===== src/rtl/conv_psum_accum_pkg.sv =====
// ---------------------------------------------------------------------------
// conv_pkg
// Shared definitions for the partial-sum accumulator:
//   - pass mode encodings (cfg_mode values)
//   - control FSM state encoding (also exported on the debug state port)
// ---------------------------------------------------------------------------
package conv_pkg;

    localparam logic [1:0] MODE_FIRST = 2'd0;  // write raw conv result
    localparam logic [1:0] MODE_ACCUM = 2'd1;  // old + conv, saturated
    localparam logic [1:0] MODE_LAST  = 2'd2;  // as ACCUM, optional ReLU
    // 2'd3 is reserved and behaves exactly like MODE_ACCUM.

    typedef enum logic [1:0] {
        ST_IDLE  = 2'd0,
        ST_RUN   = 2'd1,
        ST_DRAIN = 2'd2,
        ST_DONE  = 2'd3
    } conv_state_e;

endpackage


===== src/rtl/conv_psum_accum_if.sv =====
// ---------------------------------------------------------------------------
// conv_psum_accum_if
// Synchronous single-port-style SRAM bus used by the accumulator.
//   rd_en/rd_addr : read request, rd_data returned one cycle after rd_en
//   wr_en/wr_addr/wr_data : write, committed on the clock edge
// master = accumulator, slave = SRAM.
// Handshake: there is no ready/valid on this bus; the SRAM accepts every
// request on the edge it is presented and always returns read data exactly
// one cycle later.
// ---------------------------------------------------------------------------
interface conv_psum_accum_if #(
    parameter int AddrWidth = 16,
    parameter int WordWidth = 128
);
    logic                 rd_en;
    logic [AddrWidth-1:0] rd_addr;
    logic [WordWidth-1:0] rd_data;
    logic                 wr_en;
    logic [AddrWidth-1:0] wr_addr;
    logic [WordWidth-1:0] wr_data;

    modport master (
        output rd_en, rd_addr, wr_en, wr_addr, wr_data,
        input  rd_data
    );

    modport slave (
        input  rd_en, rd_addr, wr_en, wr_addr, wr_data,
        output rd_data
    );
endinterface


===== src/rtl/conv_psum_accum_sat_adder.sv =====
// ---------------------------------------------------------------------------
// psum_sat_adder
// One lane: signed saturating add a+b, optional ReLU after saturation, then
// AddLatency valid-tagged pipeline registers (AddLatency = 0 is pure comb).
// Ports:
//   clk, rst       : clock, async active-high reset (clears valids and data)
//   in_valid, a, b : operands and their valid tag
//   relu_en        : force negative results to zero
//   out_valid, out_data : delayed result and tag
// ---------------------------------------------------------------------------
module psum_sat_adder #(
    parameter int DataWidth  = 32,
    parameter int AddLatency = 2
) (
    input  logic                        clk,
    input  logic                        rst,
    input  logic                        in_valid,
    input  logic signed [DataWidth-1:0] a,
    input  logic signed [DataWidth-1:0] b,
    input  logic                        relu_en,
    output logic                        out_valid,
    output logic        [DataWidth-1:0] out_data
);

    localparam logic [DataWidth-1:0] MaxVal = {1'b0, {(DataWidth-1){1'b1}}};
    localparam logic [DataWidth-1:0] MinVal = {1'b1, {(DataWidth-1){1'b0}}};

    logic [DataWidth:0]   sum_wide;
    logic [DataWidth-1:0] sat_val;
    logic [DataWidth-1:0] res_val;

    always_comb begin
        sum_wide = {a[DataWidth-1], a} + {b[DataWidth-1], b};
        // Overflow shows up as the two top bits of the widened sum differing;
        // the extra sign bit then tells which rail to clamp to.
        if (sum_wide[DataWidth] != sum_wide[DataWidth-1]) begin
            sat_val = sum_wide[DataWidth] ? MinVal : MaxVal;
        end else begin
            sat_val = sum_wide[DataWidth-1:0];
        end
        res_val = (relu_en && sat_val[DataWidth-1]) ? '0 : sat_val;
    end

    generate
        if (AddLatency == 0) begin : g_comb
            assign out_valid = in_valid;
            assign out_data  = res_val;
        end else begin : g_pipe
            logic [AddLatency-1:0] vld_q;
            logic [AddLatency-1:0] vld_d;
            logic [DataWidth-1:0]  dat_q [AddLatency];
            logic [DataWidth-1:0]  dat_d [AddLatency];

            always_comb begin
                vld_d[0] = in_valid;
                dat_d[0] = res_val;
                for (int i = 1; i < AddLatency; i++) begin
                    vld_d[i] = vld_q[i-1];
                    dat_d[i] = dat_q[i-1];
                end
            end

            always_ff @(posedge clk or posedge rst) begin
                if (rst) begin
                    vld_q <= '0;
                    for (int i = 0; i < AddLatency; i++) begin
                        dat_q[i] <= '0;
                    end
                end else begin
                    vld_q <= vld_d;
                    dat_q <= dat_d;
                end
            end

            assign out_valid = vld_q[AddLatency-1];
            assign out_data  = dat_q[AddLatency-1];
        end
    endgenerate

endmodule


===== src/rtl/conv_psum_accum.sv =====
// ---------------------------------------------------------------------------
// conv_psum_accum
// Multi-lane partial-sum accumulator behind the convolution engine. Each
// accepted beat reads the matching partial sum (except in FIRST mode), adds
// it lane-wise with saturation and writes the result back to the same
// address AddLatency+2 cycles after acceptance.
// Ports:
//   Clk, Rst            : clock, async active-high reset
//   cfg_start/mode/relu/base/len : per-pass configuration, latched on start
//   conv_data/conv_valid: unstallable result stream (lane 0 in LSBs)
//   mem                 : SRAM bus (master side)
//   busy, done          : pass in progress / one-cycle completion pulse
//   err_unexp           : sticky, beat seen outside RUN or past cfg_len
//   dbg_state           : current control state
// Handshake: conv_valid has no ready; a beat is consumed exactly when
// conv_valid is high while the FSM is in RUN, otherwise it is dropped and
// flagged on err_unexp.
// ---------------------------------------------------------------------------
module conv_psum_accum
    import conv_pkg::*;
#(
    parameter int DataWidth  = 32,
    parameter int Lanes      = 4,
    parameter int AddrWidth  = 16,
    parameter int LenWidth   = 16,
    parameter int AddLatency = 2
) (
    input  logic                         Clk,
    input  logic                         Rst,
    input  logic                         cfg_start,
    input  logic [1:0]                   cfg_mode,
    input  logic                         cfg_relu,
    input  logic [AddrWidth-1:0]         cfg_base,
    input  logic [LenWidth-1:0]          cfg_len,
    input  logic [Lanes*DataWidth-1:0]   conv_data,
    input  logic                         conv_valid,
    conv_psum_accum_if.master            mem,
    output logic                         busy,
    output logic                         done,
    output logic                         err_unexp,
    output conv_state_e                  dbg_state
);

    localparam int WordWidth = Lanes * DataWidth;

    conv_state_e          state_q, state_d;
    logic [1:0]           mode_q, mode_d;
    logic                 relu_q, relu_d;
    logic [AddrWidth-1:0] base_q, base_d;
    logic [LenWidth-1:0]  len_q, len_d;
    logic [LenWidth-1:0]  in_cnt_q, in_cnt_d;
    logic [LenWidth-1:0]  out_cnt_q, out_cnt_d;
    logic                 err_q, err_d;
    logic                 s1_valid_q, s1_valid_d;
    logic [WordWidth-1:0] s1_conv_q, s1_conv_d;
    logic                 wr_en_q, wr_en_d;
    logic [WordWidth-1:0] wr_data_q, wr_data_d;

    logic                 accept;
    logic [WordWidth-1:0] addend;
    logic                 relu_en;
    logic [Lanes-1:0]     lane_valid;
    logic [WordWidth-1:0] sum_data;

    assign accept  = conv_valid && (state_q == ST_RUN);
    // In FIRST mode the stored word is ignored so the same pipeline writes
    // the raw convolution result.
    assign addend  = (mode_q == MODE_FIRST) ? '0 : mem.rd_data;
    assign relu_en = relu_q && (mode_q == MODE_LAST);

    assign mem.rd_en   = accept && (mode_q != MODE_FIRST);
    assign mem.rd_addr = base_q + AddrWidth'(in_cnt_q);
    assign mem.wr_en   = wr_en_q;
    assign mem.wr_addr = base_q + AddrWidth'(out_cnt_q);
    assign mem.wr_data = wr_data_q;

    assign busy      = (state_q != ST_IDLE);
    assign done      = (state_q == ST_DONE);
    assign err_unexp = err_q;
    assign dbg_state = state_q;

    generate
        for (genvar l = 0; l < Lanes; l++) begin : g_lane
            psum_sat_adder #(
                .DataWidth (DataWidth),
                .AddLatency(AddLatency)
            ) u_add (
                .clk      (Clk),
                .rst      (Rst),
                .in_valid (s1_valid_q),
                .a        (s1_conv_q[l*DataWidth +: DataWidth]),
                .b        (addend[l*DataWidth +: DataWidth]),
                .relu_en  (relu_en),
                .out_valid(lane_valid[l]),
                .out_data (sum_data[l*DataWidth +: DataWidth])
            );
        end
    endgenerate

    always_comb begin
        state_d    = state_q;
        mode_d     = mode_q;
        relu_d     = relu_q;
        base_d     = base_q;
        len_d      = len_q;
        in_cnt_d   = in_cnt_q;
        out_cnt_d  = out_cnt_q;
        err_d      = err_q;
        s1_valid_d = accept;
        s1_conv_d  = conv_data;
        // All lanes carry the same tag; the AND keeps every lane's tag live.
        wr_en_d    = &lane_valid;
        wr_data_d  = sum_data;

        if (accept) begin
            in_cnt_d = in_cnt_q + 1'b1;
        end
        if (wr_en_q) begin
            out_cnt_d = out_cnt_q + 1'b1;
        end
        // Outside RUN covers both idle-time beats and beats past cfg_len,
        // because RUN is left on the very edge the last beat is taken.
        if (conv_valid && (state_q != ST_RUN)) begin
            err_d = 1'b1;
        end

        case (state_q)
            ST_IDLE: begin
                if (cfg_start) begin
                    mode_d    = cfg_mode;
                    relu_d    = cfg_relu;
                    base_d    = cfg_base;
                    len_d     = cfg_len;
                    in_cnt_d  = '0;
                    out_cnt_d = '0;
                    err_d     = conv_valid;
                    state_d   = (cfg_len == '0) ? ST_DONE : ST_RUN;
                end
            end
            ST_RUN: begin
                if (accept && ((in_cnt_q + 1'b1) == len_q)) begin
                    state_d = ST_DRAIN;
                end
            end
            ST_DRAIN: begin
                if (wr_en_q && ((out_cnt_q + 1'b1) == len_q)) begin
                    state_d = ST_DONE;
                end
            end
            ST_DONE: begin
                state_d = ST_IDLE;
            end
            default: begin
                state_d = ST_IDLE;
            end
        endcase
    end

    always_ff @(posedge Clk or posedge Rst) begin
        if (Rst) begin
            state_q    <= ST_IDLE;
            mode_q     <= '0;
            relu_q     <= 1'b0;
            base_q     <= '0;
            len_q      <= '0;
            in_cnt_q   <= '0;
            out_cnt_q  <= '0;
            err_q      <= 1'b0;
            s1_valid_q <= 1'b0;
            s1_conv_q  <= '0;
            wr_en_q    <= 1'b0;
            wr_data_q  <= '0;
        end else begin
            state_q    <= state_d;
            mode_q     <= mode_d;
            relu_q     <= relu_d;
            base_q     <= base_d;
            len_q      <= len_d;
            in_cnt_q   <= in_cnt_d;
            out_cnt_q  <= out_cnt_d;
            err_q      <= err_d;
            s1_valid_q <= s1_valid_d;
            s1_conv_q  <= s1_conv_d;
            wr_en_q    <= wr_en_d;
            wr_data_q  <= wr_data_d;
        end
    end

endmodule


===== src/flat_wrapper.sv =====
// flat-port wrapper written by rule: the top's interface ports become plain ports
module conv_psum_accum_flat import conv_pkg::*;
#(
    parameter int DataWidth  = 32,
    parameter int Lanes      = 4,
    parameter int AddrWidth  = 16,
    parameter int LenWidth   = 16,
    parameter int AddLatency = 2
)
  (Clk, Rst, cfg_start, cfg_mode, cfg_relu, cfg_base, cfg_len, conv_data, conv_valid, busy, done, err_unexp, dbg_state, mem_rd_en, mem_rd_addr, mem_wr_en, mem_wr_addr, mem_wr_data, mem_rd_data);
  conv_psum_accum_if #(.AddrWidth(AddrWidth), .WordWidth(((32) * (4)))) mem_i ();
  input  logic Clk;
  input  logic Rst;
  input  logic cfg_start;
  input  logic [1:0] cfg_mode;
  input  logic cfg_relu;
  input  logic [AddrWidth-1:0] cfg_base;
  input  logic [LenWidth-1:0] cfg_len;
  input  logic [Lanes*DataWidth-1:0] conv_data;
  input  logic conv_valid;
  output logic busy;
  output logic done;
  output logic err_unexp;
  output conv_state_e dbg_state;
  output wire logic [$bits(mem_i.rd_en)-1:0] mem_rd_en;
  output wire logic [$bits(mem_i.rd_addr)-1:0] mem_rd_addr;
  output wire logic [$bits(mem_i.wr_en)-1:0] mem_wr_en;
  output wire logic [$bits(mem_i.wr_addr)-1:0] mem_wr_addr;
  output wire logic [$bits(mem_i.wr_data)-1:0] mem_wr_data;
  input wire logic [$bits(mem_i.rd_data)-1:0] mem_rd_data;
  assign mem_rd_en = mem_i.rd_en;
  assign mem_rd_addr = mem_i.rd_addr;
  assign mem_wr_en = mem_i.wr_en;
  assign mem_wr_addr = mem_i.wr_addr;
  assign mem_wr_data = mem_i.wr_data;
  assign mem_i.rd_data = mem_rd_data;
  conv_psum_accum #(.DataWidth(DataWidth), .Lanes(Lanes), .AddrWidth(AddrWidth), .LenWidth(LenWidth), .AddLatency(AddLatency)) u_core (.Clk(Clk), .Rst(Rst), .cfg_start(cfg_start), .cfg_mode(cfg_mode), .cfg_relu(cfg_relu), .cfg_base(cfg_base), .cfg_len(cfg_len), .conv_data(conv_data), .conv_valid(conv_valid), .mem(mem_i), .busy(busy), .done(done), .err_unexp(err_unexp), .dbg_state(dbg_state));
endmodule

===== config.mk =====
export PLATFORM = sky130hd
export DESIGN_NAME = conv_psum_accum_flat
export DESIGN_NICKNAME = d
export VERILOG_FILES = /design/src/rtl/conv_psum_accum_pkg.sv /design/src/rtl/conv_psum_accum_if.sv /design/src/rtl/conv_psum_accum_sat_adder.sv /design/src/rtl/conv_psum_accum.sv /design/src/flat_wrapper.sv
export SDC_FILE = /design/constraint.sdc
export NUM_CORES = 1
export LEC_CHECK = 0
export CAP_MARGIN = 5
export CORE_ASPECT_RATIO = 1.4
export CORE_MARGIN = 4
export CORE_UTILIZATION = 53
export DETAILED_ROUTE_END_ITERATION = 6
export GPL_TIMING_DRIVEN = 1
export PLACE_DENSITY_LB_ADDON = 0.15
export SETUP_SLACK_MARGIN = 0.2
export SLEW_MARGIN = 25
export SYNTH_ARGS = -nofsm -noshare
export SYNTH_HDL_FRONTEND = slang
export SYNTH_SLANG_ARGS = --single-unit

===== constraint.sdc =====
create_clock -name Clk -period 21.8 [get_ports Clk]
set_input_delay 3.27 -clock Clk [delete_from_list [all_inputs] [get_ports Clk]]
set_output_delay 3.27 -clock Clk [all_outputs]
set_load 0.005 [all_outputs]

After elaboration in Yosys (flattened, before gate mapping):

Cells that the tools add are included.

* register bits: 592
* bits in latches: 0
* bits in writable memories: 0
* ROM bits: 0
* input bits: 295
* output and inout port bits: 167
* memories: 0

* add/subtract/negate cells: 8
* multipliers: 0
* div/mod/pow operators: 0
* $lt $le $gt $ge: 0
* eq/ne operators: 14
* shift-type cells: 0
* mux-type cells: 27
* bitwise gates (word level): 0
* reductions and logical operators: 18

Operator list (count)
* 32-bit 2-to-1 mux: 12
* 32-bit by 32-bit adder with 33-bit output: 4
* 128-bit 2-to-1 mux: 1
* 16-bit 2-to-1 mux: 6
* 16-bit by 1-bit adder with 16-bit output, second input constant: 2
* 16-bit adder: 2
* 16-bit equality test: 2
* 16-bit logical NOT: 1
* 1-bit logical AND: 10
* 2-bit 2-to-1 mux: 4
* 2-bit case mux with 4 select lines: 1
* 2-bit equality test, second input constant: 3
* 2-bit logical NOT: 2
* 1-bit != test: 4
* 2-bit by 1-bit != test with 1-bit output, second input constant: 2
* 2-bit != test, second input constant: 2
* 4-bit AND reduction: 1
* 2-bit nonzero test: 2
* 1-bit 2-to-1 mux: 3
* 3-bit AND reduction: 1
* 2-bit by 1-bit equality test with 1-bit output, second input constant: 1
* 2-bit AND reduction: 1

Longest topological paths before layout:

Gate-level depths: netlist of run 1.

* word-level depth: 7
* mapped depth: 16
* mapped depth without buffers: 13

Hierarchy:

A second synthesis of run 1 with hierarchy kept.

* cells, all modules: 2442
* area total of the unflattened synthesis: 27592.7 sq um

Modules (own cells, without submodules)
* psum_sat_adder: instances 4, cells an instance 347, area each 3729.8 sq um, sequential area each 1651.6 sq um
* conv_psum_accum: instances 1, cells an instance 1054, area each 12673.4 sq um, sequential area each 8207.9 sq um

Worst setup path before layout of run 1:

No wires, ideal clock.

* path kind: input-to-output
* from: in conv_valid
* to: out mem_rd_en
* arrival time: 3668 ps
* required time: 18530 ps
* setup slack: 14862 ps
* stages on the path: 3
* buffers on the path: 1
* cell sequence: nand2_1 -> clkbuf_1 -> nor2_1

* word-level cells in the longest chain between the ends: 2

Ends and longest elaborated chain
* start, declared: RTL line flat_wrapper.sv:20 `input logic conv_valid;`
* 1-bit logical AND: RTL line conv_psum_accum.sv:65 `assign accept = conv_valid && (state_q == ST_RUN);`
* 1-bit logical AND: RTL line conv_psum_accum.sv:71 `assign mem.rd_en = accept && (mode_q != MODE_FIRST);`
* end, declared: RTL line flat_wrapper.sv:25 `output wire logic [$bits(mem_i.rd_en)-1:0] mem_rd_en;`

No other way between the ends.

Final worst setup path of run 1:

Ends and elaborated chain as after synthesis.

==> impl_metrics.env, run 1 <==
export IMPL_number_of_detailed_route_iterations_in_the_first_pass=5
export IMPL_stdcell_area_mm2=0.0336
export IMPL_clock_root_buffer="sky130_fd_sc_hd__clkbuf_16"
export IMPL_gr_total_overflow=0
export IMPL_max_fo_critical_path=11
export IMPL_boundaryPins=462
export IMPL_most_common_layout_cells="sky130_fd_sc_hd__dfrtp_1, sky130_fd_sc_hd__clkdlybuf4s50_1, sky130_fd_sc_hd__nand2_1"
export IMPL_power_frac_clock_pct=21.0
export IMPL_postSynthCellCount=2356
export IMPL_reg2reg_depth=16
export IMPL_hold_violations=0
export IMPL_largest_net_degree_at_the_start_of_global_routing=118
export IMPL_yosysTopAreaCell="sky130_fd_sc_hd__dfrtp_1"
export IMPL_setup_fix_buffers_added_after_clock_tree_synthesis=0
export IMPL_drv_max_cap_violation_count=0
export IMPL_floorplan_die_width_um=197
export IMPL_antenna_found_initial=11
export IMPL_cts_buffers_inserted=54
export IMPL_r2r_start="u_core.mode_q[1]"
export IMPL_holdCritPathClass="reg2reg"
export IMPL_run_status="complete, no violations"
export IMPL_min_delay_path_depth=0
export IMPL_power_per_cell_area_mw_per_mm2=137
export IMPL_share_of_layout_cells_above_drive_strength_1_pct=5.73
export IMPL_synth_edf_count=0
export IMPL_clock_fmax_mhz=123
export IMPL_routedWlPerCell_um=20.0
export IMPL_post_route_min_period_ps=8150
export IMPL_combPwrFrac_pct=41.5
export IMPL_die_area_mm2=0.0537
export IMPL_filler_cell_count=3790
export IMPL_rsz0062_at_grt="false"
export IMPL_clock_sink_count=586
export IMPL_wl_mm=70.2
export IMPL_number_of_global_route_vias_before_repair=20017
export IMPL_drv_slew=0
export IMPL_synth_warnings=0
export IMPL_internal_power_mw=2.95
export IMPL_post_route_period_util_pct=37.4
export IMPL_worst_slew_pin_slew_ps=924
export IMPL_cellLeakagePower_nw=14.8
export IMPL_worst_setup_path_startpoint="conv_valid"
export IMPL_detailed_place_hpwl_mm=53.2
export IMPL_vdd_drop_max_uv=120
export IMPL_finish_net_count=3280
export IMPL_total_of_flip_flops_plus_latches_after_synthesis=586
export IMPL_core_area_mm2=0.0492
export IMPL_via_count=19373
export IMPL_power_net_switching_mw=1.64
export IMPL_syn_area_mm2=0.0265
export IMPL_synthDominantCellAreaShare_pct=55.3
export IMPL_detail_route_antenna_nets=0
export IMPL_net_switching_share_of_the_total_power_pct=35.8
export IMPL_critical_path_reg2reg_endpoint="u_core.g_lane[3].u_add.g_pipe.dat_d[8]"
export IMPL_ys_seq_area_share_pct=55.3
export IMPL_place_port_buffers=461
export IMPL_gp_congestion=0.922
export IMPL_synth_top_cells_by_area="sky130_fd_sc_hd__dfrtp_1, sky130_fd_sc_hd__ha_1, sky130_fd_sc_hd__xnor2_1"
export IMPL_groute_usage_overall_pct=25.6
export IMPL_slew_headroom_pct=38.4
export IMPL_number_of_resized_instances_in_the_post_cts_repair_step=0
export IMPL_cp_capture_point="mem_rd_en"
export IMPL_totalNegativeSetupSlack_ps=0
export IMPL_critPathCaptureType="output port"
export IMPL_synth_area_per_cell_um2=11.3
export IMPL_crit_path_start_kind="input pin"
export IMPL_floorplan_initialDensity_pct=53.8
export IMPL_seq_area_mm2=0.0147
export IMPL_worst_clock_skew_ps=30.5
export IMPL_ys_flop_type="sky130_fd_sc_hd__dfrtp_1"
export IMPL_num_rows=96
export IMPL_cts_tree="yes"
export IMPL_synth_cell_types=88
export IMPL_regToRegSetupSlack_ps=16190
export IMPL_mostFrequentLayoutCell="sky130_fd_sc_hd__dfrtp_1"
export IMPL_worst_skew_pair_late_latency_ps=610
export IMPL_critical_path_required_ps=18530
export IMPL_total_area_of_multi_input_combinational_cells_mm2=0.0113
export IMPL_synth_fp_nets=2822
export IMPL_avgViaCountPerCell=5.53
export IMPL_worstSetupPathType="in2out"
export IMPL_clk_pin_slew_worst_paths_ps=60
export IMPL_drcViolationCount=0
export IMPL_report_final_setup_viol=0
export IMPL_post_cts_hold_buffer_count=0
export IMPL_dr_first_iter_drc_count=1208
export IMPL_critPathArrivalTime_ps=4880
export IMPL_grt_first_pass_wirelength_mm=109
export IMPL_htree_levels=2
export IMPL_min_delay_start="u_core.g_lane[2].u_add.out_data[30]"
export IMPL_placedInstanceArea_mm2=0.0317
export IMPL_postSynth_asyncResetShare_pct=100
export IMPL_ctsLongestPathBuffers=3
export IMPL_chipHeight_um=273
export IMPL_power_frac_seq_pct=37.5
export IMPL_area_growth_synth_to_final_pct=26.9
## sequential cells by signal, summed over array words and instances (netlist names)
name and cells:
u_core.out_cnt_q 16, u_core.len_q 16, u_core.g_lane.u_add.g_pipe.dat_d 128, u_core.mode_q 2
u_core.dbg_state 2, u_core.relu_q 1, u_core.mem.wr_data 128, u_core.in_cnt_q 16
u_core.err_unexp 1, u_core.s1_conv_q 128, u_core.g_lane.u_add.out_data 128, u_core.base_q 16
u_core.mem.wr_en 1, u_core.s1_valid_q 1, u_core.g_lane.u_add.g_pipe.vld_q 2
## worst min-delay path by stage
stage,to,slack (ps)
after detailed placement,u_core.g_lane[0].u_add.out_data[24],330
final,u_core.mem.wr_data[94],340
after global placement,u_core.g_lane[3].u_add.out_data[21],330
after CTS,u_core.mem.wr_data[94],340
after floorplan,u_core.g_lane[0].u_add.g_pipe.vld_q[0],330
after global routing,u_core.g_lane[3].u_add.out_data[27],350
## cells by family after synthesis
logic type               share of synthesized area [%]
flip-flops                                        55.3
XOR/XNOR                                          6.68
adder cells (fa/ha/maj)                           8.28
AND/OR/NAND/NOR                                   12.8
AO/OA/AOI/OAI                                     14.5
multiplexers                                     0.269
buffers and inverters                             2.21
## Yosys cell counts, types with 7 or more instances
cell type / number
sky130_fd_sc_hd__o21bai_1: 22
sky130_fd_sc_hd__o211ai_1: 10
sky130_fd_sc_hd__o21ai_1: 19
sky130_fd_sc_hd__or3_1: 14
sky130_fd_sc_hd__o21ai_0: 104
sky130_fd_sc_hd__a21oi_1: 184
sky130_fd_sc_hd__a31o_2: 7
sky130_fd_sc_hd__nor2_1: 113
sky130_fd_sc_hd__inv_1: 63
sky130_fd_sc_hd__nor2b_1: 148
sky130_fd_sc_hd__xor2_1: 89
sky130_fd_sc_hd__a211oi_1: 18
sky130_fd_sc_hd__nand2b_1: 14
sky130_fd_sc_hd__ha_1: 165
sky130_fd_sc_hd__clkbuf_1: 52
sky130_fd_sc_hd__nor3_1: 35
sky130_fd_sc_hd__and2_1: 16
sky130_fd_sc_hd__a21o_1: 62
sky130_fd_sc_hd__a2111oi_0: 7
sky130_fd_sc_hd__o21a_1: 50
sky130_fd_sc_hd__nand2_1: 199
sky130_fd_sc_hd__a31oi_1: 20
sky130_fd_sc_hd__a21boi_0: 8
sky130_fd_sc_hd__nand4_1: 19
sky130_fd_sc_hd__and3_1: 15
sky130_fd_sc_hd__nand3_1: 48
sky130_fd_sc_hd__dfrtp_1: 586
sky130_fd_sc_hd__xnor2_1: 107
sky130_fd_sc_hd__nor4_1: 10
sky130_fd_sc_hd__buf_2: 16
## power by group through the flow
stage	registers, mW	logic (mW)	clock network, mW
after CTS	1.73	1.91	0.993
final	1.72	1.91	0.967
after global routing	1.75	2.10	1.04
after floorplan	1.65	1.19	0
after global placement	1.73	1.85	0
after detailed placement	1.74	1.90	0
## critical path: stages
cell and delay, ps:
sky130_fd_sc_hd__clkdlybuf4s50_1 510, sky130_fd_sc_hd__nand2_1 260, sky130_fd_sc_hd__nor2_1 280, sky130_fd_sc_hd__clkdlybuf4s50_1 550
## through the flow
| step | std cells | total power [mW] | util (%) | setup slack, ps | hold slack, ps |
|---|---|---|---|---|---|
| floorplan | 2356 | 2.85 | - | 2130 | 331 |
| global placement | 3394 | 3.58 | 64.4 | 13620 | 331 |
| detailed placement | 3394 | 3.64 | 64.4 | 13650 | 335 |
| CTS | 3496 | 4.63 | 68.2 | 13650 | 343 |
| global route | 3499 | 4.89 | 68.3 | 13590 | 348 |
| finish | 3503 | 4.59 | 68.3 | 13650 | 344 |
## per-layer routing
metal	wire, um	global-route usage, %	part of all wire, %	up-vias
li1	-	-	-	9132
met1	25300	28.7	36	9448
met2	37300	47.3	53	633
met3	4660	6.14	6.6	150
met4	2850	9.31	4.1	10
met5	70	0	0.10	-
## area by class of cell
type | count | area share (%)
timing repair buffer | 478 | 14.2
multi-input combinational | 1630 | 33.6
clock buffer | 66 | 4.39
inverter | 64 | 0.737
antenna | 6 | 0.0446
sequential | 586 | 43.6
tap | 637 | 2.37
clock inverter | 36 | 1.09
Power figures use the tool's default switching activity.
==> run 2: changes to the inputs <==
clock period = 8.3 ns   (was 21.8 ns; I/O delays follow)
==> run 2 against run 1 <==
Final cell count about the same; sequential power rose to 2.6 times the previous value; combinational power grew to 2.6 times the previous value; count of clock-buffer cells in the layout rose by 2; via count decreased by 0.38%; first-iteration DRC count decreased by 20%; sequential cell count unchanged; total power grew to 2.7 times the previous value.
==> impl_metrics.env, run 2 (synthesized netlist as in run 1, its figures left out) <==
export IMPL_run_status="complete, no violations"
export IMPL_setup_fix_buffers_added_after_clock_tree_synthesis=0
export IMPL_number_of_detailed_route_iterations_in_the_first_pass=5
export IMPL_slew_headroom_pct=41.3
export IMPL_num_rows=96
export IMPL_reg2reg_depth=14
export IMPL_ctsLongestPathBuffers=3
export IMPL_seq_area_mm2=0.0147
export IMPL_via_count=19300
export IMPL_share_of_layout_cells_above_drive_strength_1_pct=5.74
export IMPL_post_route_min_period_ps=5480
export IMPL_grt_util_met1_pct=28.8
export IMPL_floorplan_initialDensity_pct=53.8
export IMPL_clk_pin_slew_worst_paths_ps=70
export IMPL_min_delay_path_depth=0
export IMPL_area_growth_synth_to_final_pct=27.5
export IMPL_clock_sink_count=586
export IMPL_antenna_found_initial=11
export IMPL_crit_path_start_kind="flop"
export IMPL_number_of_resized_instances_in_the_post_cts_repair_step=0
export IMPL_gr_total_overflow=0
export IMPL_placedInstanceArea_mm2=0.0317
export IMPL_whs_ps=337
export IMPL_worstSetupPathType="reg2out"
export IMPL_critPathMaxStageDelay_ps=680
export IMPL_critPathCaptureType="output port"
export IMPL_stdcell_area_mm2=0.0338
export IMPL_largest_net_degree_at_the_start_of_global_routing=192
export IMPL_post_cts_hold_buffer_count=0
export IMPL_placement_setup_worst_slack_ps=2960
export IMPL_total_area_of_multi_input_combinational_cells_mm2=0.0113
export IMPL_most_common_layout_cells="sky130_fd_sc_hd__dfrtp_1, sky130_fd_sc_hd__clkdlybuf4s50_1, sky130_fd_sc_hd__nand2_1"
export IMPL_die_area_mm2=0.0537
export IMPL_max_fo_critical_path=6
export IMPL_filler_cell_count=3748
export IMPL_drcViolationCount=0
export IMPL_detail_route_antenna_nets=0
export IMPL_chipHeight_um=273
export IMPL_critPathArrivalTime_ps=4240
export IMPL_drv_slew=0
export IMPL_core_area_mm2=0.0492
export IMPL_grt_first_pass_wirelength_mm=109
export IMPL_place_port_buffers=461
export IMPL_critical_path_s_slowest_cell="sky130_fd_sc_hd__or4b_2"
export IMPL_dr_first_iter_drc_count=962
export IMPL_mostFrequentLayoutCell="sky130_fd_sc_hd__dfrtp_1"
export IMPL_drv_max_cap_violation_count=0
export IMPL_groute_usage_overall_pct=25.8
export IMPL_min_delay_start="u_core.g_lane[2].u_add.out_data[0]"
export IMPL_clock_fmax_mhz=182
export IMPL_hold_violations=0
export IMPL_r2r_start="u_core.mode_q[1]"
export IMPL_regToRegSetupSlack_ps=3180
export IMPL_post_route_period_util_pct=66.1
export IMPL_rsz0062_at_grt="false"
export IMPL_finish_net_count=3279
export IMPL_power_per_cell_area_mw_per_mm2=361
export IMPL_holdCritPathClass="reg2reg"
export IMPL_avgViaCountPerCell=5.51
export IMPL_cp_cell_sequence="ha_1 -> inv_1 -> fa_1 -> nor2b_1 -> o21ai_0 -> a21boi_0 -> o21ai_0 -> a21boi_0 -> o2111ai_1 -> a31oi_1 -> or4b_2 -> nand3_1 -> clkdlybuf4s50_1"
export IMPL_global_route_peak_usage_layer="met2"
export IMPL_worst_skew_pair_late_latency_ps=600
export IMPL_critical_path_required_ps=7050
export IMPL_clock_root_buffer="sky130_fd_sc_hd__clkbuf_16"
export IMPL_detailed_place_hpwl_mm=54.0
export IMPL_worst_clock_skew_ps=18.8
export IMPL_vdd_drop_max_uv=216
export IMPL_worst_setup_path_startpoint="u_core.out_cnt_q[0]"
export IMPL_worst_slew_pin_slew_ps=879
export IMPL_wl_mm=70.9
export IMPL_number_of_global_route_vias_before_repair=20103
export IMPL_report_final_setup_viol=0
export IMPL_cts_buffers_inserted=54
export IMPL_htree_levels=2
export IMPL_grt_use_met2_pct=47.6
export IMPL_finalWorstSetupSlack_ps=2820
export IMPL_globalRouteMet3Util_pct=5.81
export IMPL_boundaryPins=462
export IMPL_cellLeakagePower_nw=14.9
export IMPL_routedWlPerCell_um=20.3
export IMPL_floorplan_die_width_um=197
export IMPL_post_layout_total_power_mw=12.2
export IMPL_gp_congestion=0.931
export IMPL_cts_tree="yes"
## run 2: report_power, final
group | internal (mW) | total (mW) | switching [mW] | leakage (nW)
clock network | 1.58 | 2.68 | 1.10 | 0.949
logic | 2.35 | 4.99 | 2.63 | 7.15
registers | 3.96 | 4.54 | 0.579 | 6.81
## run 2: per-stage QoR
stage / setup TNS, ps / utilization, % / cells
global route: 0 / 68.6 / 3499
global placement: 0 / 64.4 / 3392
floorplan: -546390 / - / 2356
detailed placement: 0 / 64.5 / 3392
CTS: 0 / 68.5 / 3493
finish: 0 / 68.6 / 3502
## run 2: cell type report
cell class,count,area share [%]
timing repair buffer,477,14.2
clock inverter,33,1.24
inverter,64,0.722
multi-input combinational,1630,33.4
tap,637,2.36
sequential,586,43.4
antenna,7,0.0518
clock buffer,68,4.58
## run 2: worst max-delay path, delay by kind of cell, from the launching register on
family / cells / cell delay, ps
buffers and inverters: 2 / 570
AND/OR/NAND/NOR: 3 / 850
flip-flops: 1 / 470
adder cells (fa/ha/maj): 2 / 460
AO/OA/AOI/OAI: 6 / 1310
## run 2: metal layers
layer	vias up	share of wire (%)
met5	-	0.097
met4	10	4.3
met3	129	6.4
met2	577	53
met1	9442	36
li1	9142	-
## run 2: worst paths after layout
| kind | to |
|---|---|
| max in group asynchronous | u_core.s1_conv_q[21] |
| worst min register to register | u_core.mem.wr_data[64] |
| worst max-delay path | mem_wr_addr[14] |
| min in group asynchronous | u_core.mem.wr_data[89] |
| worst max register to register | u_core.g_lane[2].u_add.g_pipe.dat_d[19] |
| worst min-delay path | u_core.mem.wr_data[64] |
==> variant 1 (flow settings as in run 2) <==
Reset style: synchronous (`Rst` and `rst`), changed in 2 clocked blocks. Comments in the files are not updated.
--- a/src/rtl/conv_psum_accum_sat_adder.sv
+++ b/src/rtl/conv_psum_accum_sat_adder.sv
@@ -61,5 +61,5 @@
             end
 
-            always_ff @(posedge clk or posedge rst) begin
+            always_ff @(posedge clk) begin
                 if (rst) begin
                     vld_q <= '0;
--- a/src/rtl/conv_psum_accum.sv
+++ b/src/rtl/conv_psum_accum.sv
@@ -157,5 +157,5 @@
     end
 
-    always_ff @(posedge Clk or posedge Rst) begin
+    always_ff @(posedge Clk) begin
         if (Rst) begin
             state_q    <= ST_IDLE;
Behaviour: differs if Rst is asserted again (counterexample within 4 cycles, from zero or initial values and one cycle with Rst high); with Rst held inactive, the same outputs for 4 cycles.
==> variant 1 against run 2 <==
- setup slack worse by 0.14 ns
- critical path depth is 1 higher
- area after synthesis is 0.16% lower
- synthesized cell count is 22% higher
- non-clock buffer count is 6 lower
- wire length is 0.11% higher
- cell area is 1.1% lower
- utilization is 0.74 points lower
- fmax is 2.5% lower
- sequential cell count stayed put
Power is not compared: it rests on default switching activity, and its combinational part moved more than twofold at a synthesized area within 25%.
==> variant 1: results (changes against run 2) <==
status finished, final reports clean (unchanged); async set or reset register ratio after synthesis 0% (was 100%); Hold Path Stages 1 (was 0); Post-Synth Adder-Cell Area 8.71% (was 8.28%); grt met3 use 5.63% (was 5.81%); largest net degree at the start of global routing 97 (was 192); worst hold margin 0.431 ns (was 0.337 ns); r2r endpoint u_core.g_lane[0].u_add.g_pipe.dat_d[17] (was u_core.g_lane[2].u_add.g_pipe.dat_d[19]); dpl cells 3,859 (was 3,392); initial DRC count 891 (was 962); Routed WL 71.0 mm (was 70.9 mm); met1 Resource Use GR 28.1% (was 28.8%); Reg-to-Reg Start u_core.mode_q[0] (was u_core.mode_q[1]); routed length per placed instance 17.9 um (was 20.3 um); vias in the first global route 21,700 (was 20,100); hold worst-path end u_core.g_lane[0].u_add.out_data[4] (was u_core.mem.wr_data[64]); routed length on met3 4.94 mm (was 4.51 mm); Synth area leaders dfxtp_1 (44%), nor2b_1 (9.6%), ha_1 (7.8%) (was dfrtp_1 (55%), ha_1 (7.8%), xnor2_1 (3.5%)); NumNets Final 3,746 (was 3,279); first-pass GRT wire length 111 mm (was 109 mm); via count 21,300 (was 19,300); HP Start u_core.g_lane[0].u_add.g_pipe.dat_d[4] (was u_core.g_lane[2].u_add.out_data[0]); GRT Overall Usage 25.4% (was 25.8%); Slew Limit Headroom 34.0% (was 41.3%); R2R setup slack 3.06 ns (was 3.18 ns); Synth cell types 81 (was 88); Synth top cells by count dfxtp_1 (586), nor2b_1 (406), a21oi_1 (209), nand2_1 (209), ha_1 (165) (was dfrtp_1 (586), nand2_1 (199), a21oi_1 (184)); crit path DAT 4.38 ns (was 4.24 ns); crit path from u_core.out_cnt_q[0] (unchanged); dpl cell area 31,500 um2 (was 31,700 um2); CP max stage delay 0.65 ns (was 0.68 ns); share of cells above drive strength 1 4.24% (was 5.74%); DP HPWL 54.2 mm (was 54.0 mm); worst skew pair latency 0.58 ns (was 0.60 ns); GPL Wtd Cong 0.968 (was 0.931); Place WS 2.70 ns (was 2.96 ns); Seq/Total Area, Yosys 44.3% (was 55.3%); Compound-Gate Fraction of Synth Area 14.9% (was 14.5%); LEAKAGE 13.9 nW; mux cell area share after synthesis 0.0378% (was 0.269%); Synth Area per Inst 9.19 um2 (was 11.3 um2); initial antenna violation count 18 (was 11); syn_nets 3,347 (was 2,822); CTS Buf Count 55 (was 54); met1 WL 26.6 mm (was 25.5 mm)
==> variant 1: changes by cell type after synthesis, sizes merged, moves of 9 or more <==
cell | before | now
clkbuf | 52 | 112
dfrtp | 586 | 0
o21a | 50 | 22
dfxtp | 0 | 586
o21ai | 126 | 138
nand2 | 199 | 210
nor2b | 148 | 406
and2 | 16 | 141
a21oi | 186 | 212
o31ai | 3 | 22
nand2b | 14 | 24
maj3 | 1 | 12
a21o | 62 | 71
nor2 | 113 | 134
==> variant 1: cell type report <==
| type | count | area, um2 |
|---|---|---|
| Clock inverter | 30 | 388 |
| Clock buffer | 72 | 1540 |
| Fill cell | 3969 | 15800 |
| Sequential cell | 586 | 11700 |
| Timing Repair Buffer | 471 | 4700 |
| Tap cell | 637 | 797 |
| Antenna cell | 11 | 27.5 |
| Multi-Input combinational cell | 2103 | 14000 |
| Inverter | 63 | 236 |
==> variant 2 (settings of run 2) <==
Without the edit above. `LenWidth` is set to 16 in 2 places; all go to 32.
--- a/src/rtl/conv_psum_accum.sv
+++ b/src/rtl/conv_psum_accum.sv
@@ -23,5 +23,5 @@
     parameter int Lanes      = 4,
     parameter int AddrWidth  = 16,
-    parameter int LenWidth   = 16,
+    parameter int LenWidth   = 32,
     parameter int AddLatency = 2
 ) (
--- a/src/flat_wrapper.sv
+++ b/src/flat_wrapper.sv
@@ -5,5 +5,5 @@
     parameter int Lanes      = 4,
     parameter int AddrWidth  = 16,
-    parameter int LenWidth   = 16,
+    parameter int LenWidth   = 32,
     parameter int AddLatency = 2
 )
Ports: changed (resized cfg_len); port bits go from 462 to 478. No check against the original RTL was run, so the function may have changed too.
==> variant 2 against run 2 <==
- setup slack lost 0.17 ns
- critical path depth grew 1
- wire length grew 10%
- sequential share of layout area shrank 0.26 points
- cell area grew 8.9%
- utilization shrank 0.92 points
- area after synthesis grew 9.7%
- sequential cell count grew 48
- non-clock buffer count grew 20
- critical path type unchanged
Power is not compared: it rests on default switching activity, and its combinational part moved more than twofold at a synthesized area within 25%.
==> variant 2: results (changes against run 2) <==
status finished, final reports clean (unchanged); GRT Overall Usage 26.2% (was 25.8%); worst skew pair latency 0.62 ns (was 0.60 ns); Slowest-stage cell, CP dfrtp_1 (was or4b_2); Seq/Total Area, Yosys 54.5% (was 55.3%); maximum vdd drop around 0.19 mV; initial antenna violation count 15 (was 11); Reg-to-Reg Start u_core.mode_q[1] (unchanged); routed length per placed instance 20.0 um (was 20.3 um); NumNets Final 3,611 (was 3,279); Routed WL 78.1 mm (was 70.9 mm); IO Port Bufs 477 (was 461); maximum clock path buffer count 3 (unchanged); dpl cells 3,785 (was 3,392); GPL Wtd Cong 0.926 (was 0.931); initial DRC count 1,263 (was 962); worst clock skew 0.0183 ns (was 0.0188 ns); Synth top cells by count dfrtp_1 (634), nand2_1 (266), a21oi_1 (226) (was dfrtp_1 (586), nand2_1 (199), a21oi_1 (184)); Synth area leaders dfrtp_1 (55%), ha_1 (7.1%), xnor2_1 (4.7%) (was dfrtp_1 (55%), ha_1 (7.8%), xnor2_1 (3.5%)); crit path from u_core.out_cnt_q[0] (unchanged); top_reg_cell synth dfrtp_1 (unchanged); crit path DAT 4.41 ns (was 4.24 ns); DP HPWL 58.8 mm (was 54.0 mm); CP max stage delay 0.55 ns (was 0.68 ns); H-Tree Depth 2 (unchanged); Slew Limit Headroom 32.6% (was 41.3%); share of cells above drive strength 1 5.38% (was 5.74%); post-CTS resize count 0 (unchanged); Synth Area per Inst 10.9 um2 (was 11.3 um2); HP Start u_core.g_lane[1].u_add.out_data[31] (was u_core.g_lane[2].u_add.out_data[0]); first-pass GRT wire length 121 mm (was 109 mm); CTS Buf Count 60 (was 54); largest net degree at the start of global routing 177 (was 192); async set or reset register ratio after synthesis 100% (unchanged); dpl cell area 34,600 um2 (was 31,700 um2); root buf cell clkbuf_16 (unchanged); clock slew at reported path FFs 0.07 ns (about the same); Worst Path Max Fanout 8 (was 6); via count 21,400 (was 19,300); vias in the first global route 22,200 (was 20,100); Synth cell types 84 (was 88); syn_nets 3,139 (was 2,822); Synth Warn # 0 (unchanged); DRT Pass-1 Iters 5 (unchanged); Hold Path Class flop to flop (unchanged); Place WS 2.71 ns (was 2.96 ns); LEAKAGE roughly 17 nW
variant 2: area by class of cell:
class / count / area (um2)
clock inverters: 42 / 475
clock buffers: 70 / 1590
multi-input cells: 1881 / 12700
diodes: 6 / 15.0
inverters: 55 / 210
repair buffers: 497 / 5050
flip-flops and latches: 634 / 15900
well taps: 721 / 902
fillers: 4139 / 17600
variant 2: power by group through the flow:
stage | logic [mW] | clock network [mW] | registers, mW
finish | 0.503 | 2.83 | 3.31
global route | 0.547 | 3.04 | 3.32
CTS | 0.506 | 2.90 | 3.32
detailed placement | 0.503 | 0 | 3.37
global placement | 0.498 | 0 | 3.37
floorplan | 0.179 | 0 | 3.36
variant 2: layer usage:
layer,GRT usage (%),up-vias,part of all wire [%]
li1,-,10200,-
met1,30.6,10400,38
met2,45.3,656,50
met3,6.47,195,6.9
met4,12.0,16,5.2
met5,0,-,0.14
variant 2: path summary, 6_finish.rpt:
| check | end | slack (ns) | cells past startpoint |
|---|---|---|---|
| worst min register to register | u_core.mem.wr_data[63] | 0.34 | 0 |
| worst max register to register | u_core.g_lane[2].u_add.g_pipe.dat_d[26] | 3.06 | 15 |
| max in group asynchronous | u_core.in_cnt_q[8] | 5.55 | 5 |
| worst min-delay path | u_core.mem.wr_data[63] | 0.34 | 0 |
| min in group asynchronous | u_core.s1_conv_q[52] | 1.05 | 2 |
| worst max-delay path | mem_wr_addr[14] | 2.64 | 14 |
variant 2: worst max-delay path: cells and delay by family (launching register included):
kind            cells  cell delay [ns]
compound gates      8             1.76
fa+ha+maj           2             0.64
buf+inv             2             0.58
flops               1             0.55
xor+xnor            1             0.14
simple gates        1             0.13
variant 2: cells by family (layout without fill, tap and decap cells):
group / Yosys count / in the layout / share of synthesized area [%]
and+or+nand+nor: 843 / 843 / 14.8
DFF: 634 / 634 / 54.5
AOI/OAI and AO/OA: 575 / 575 / 12.3
xor gates and xnor gates: 284 / 284 / 8.55
adders and majority gates: 171 / 171 / 7.51
buffers and inverters: 142 / 664 / 2.02
muxes: 8 / 8 / 0.280
other: 0 / 6 / 0
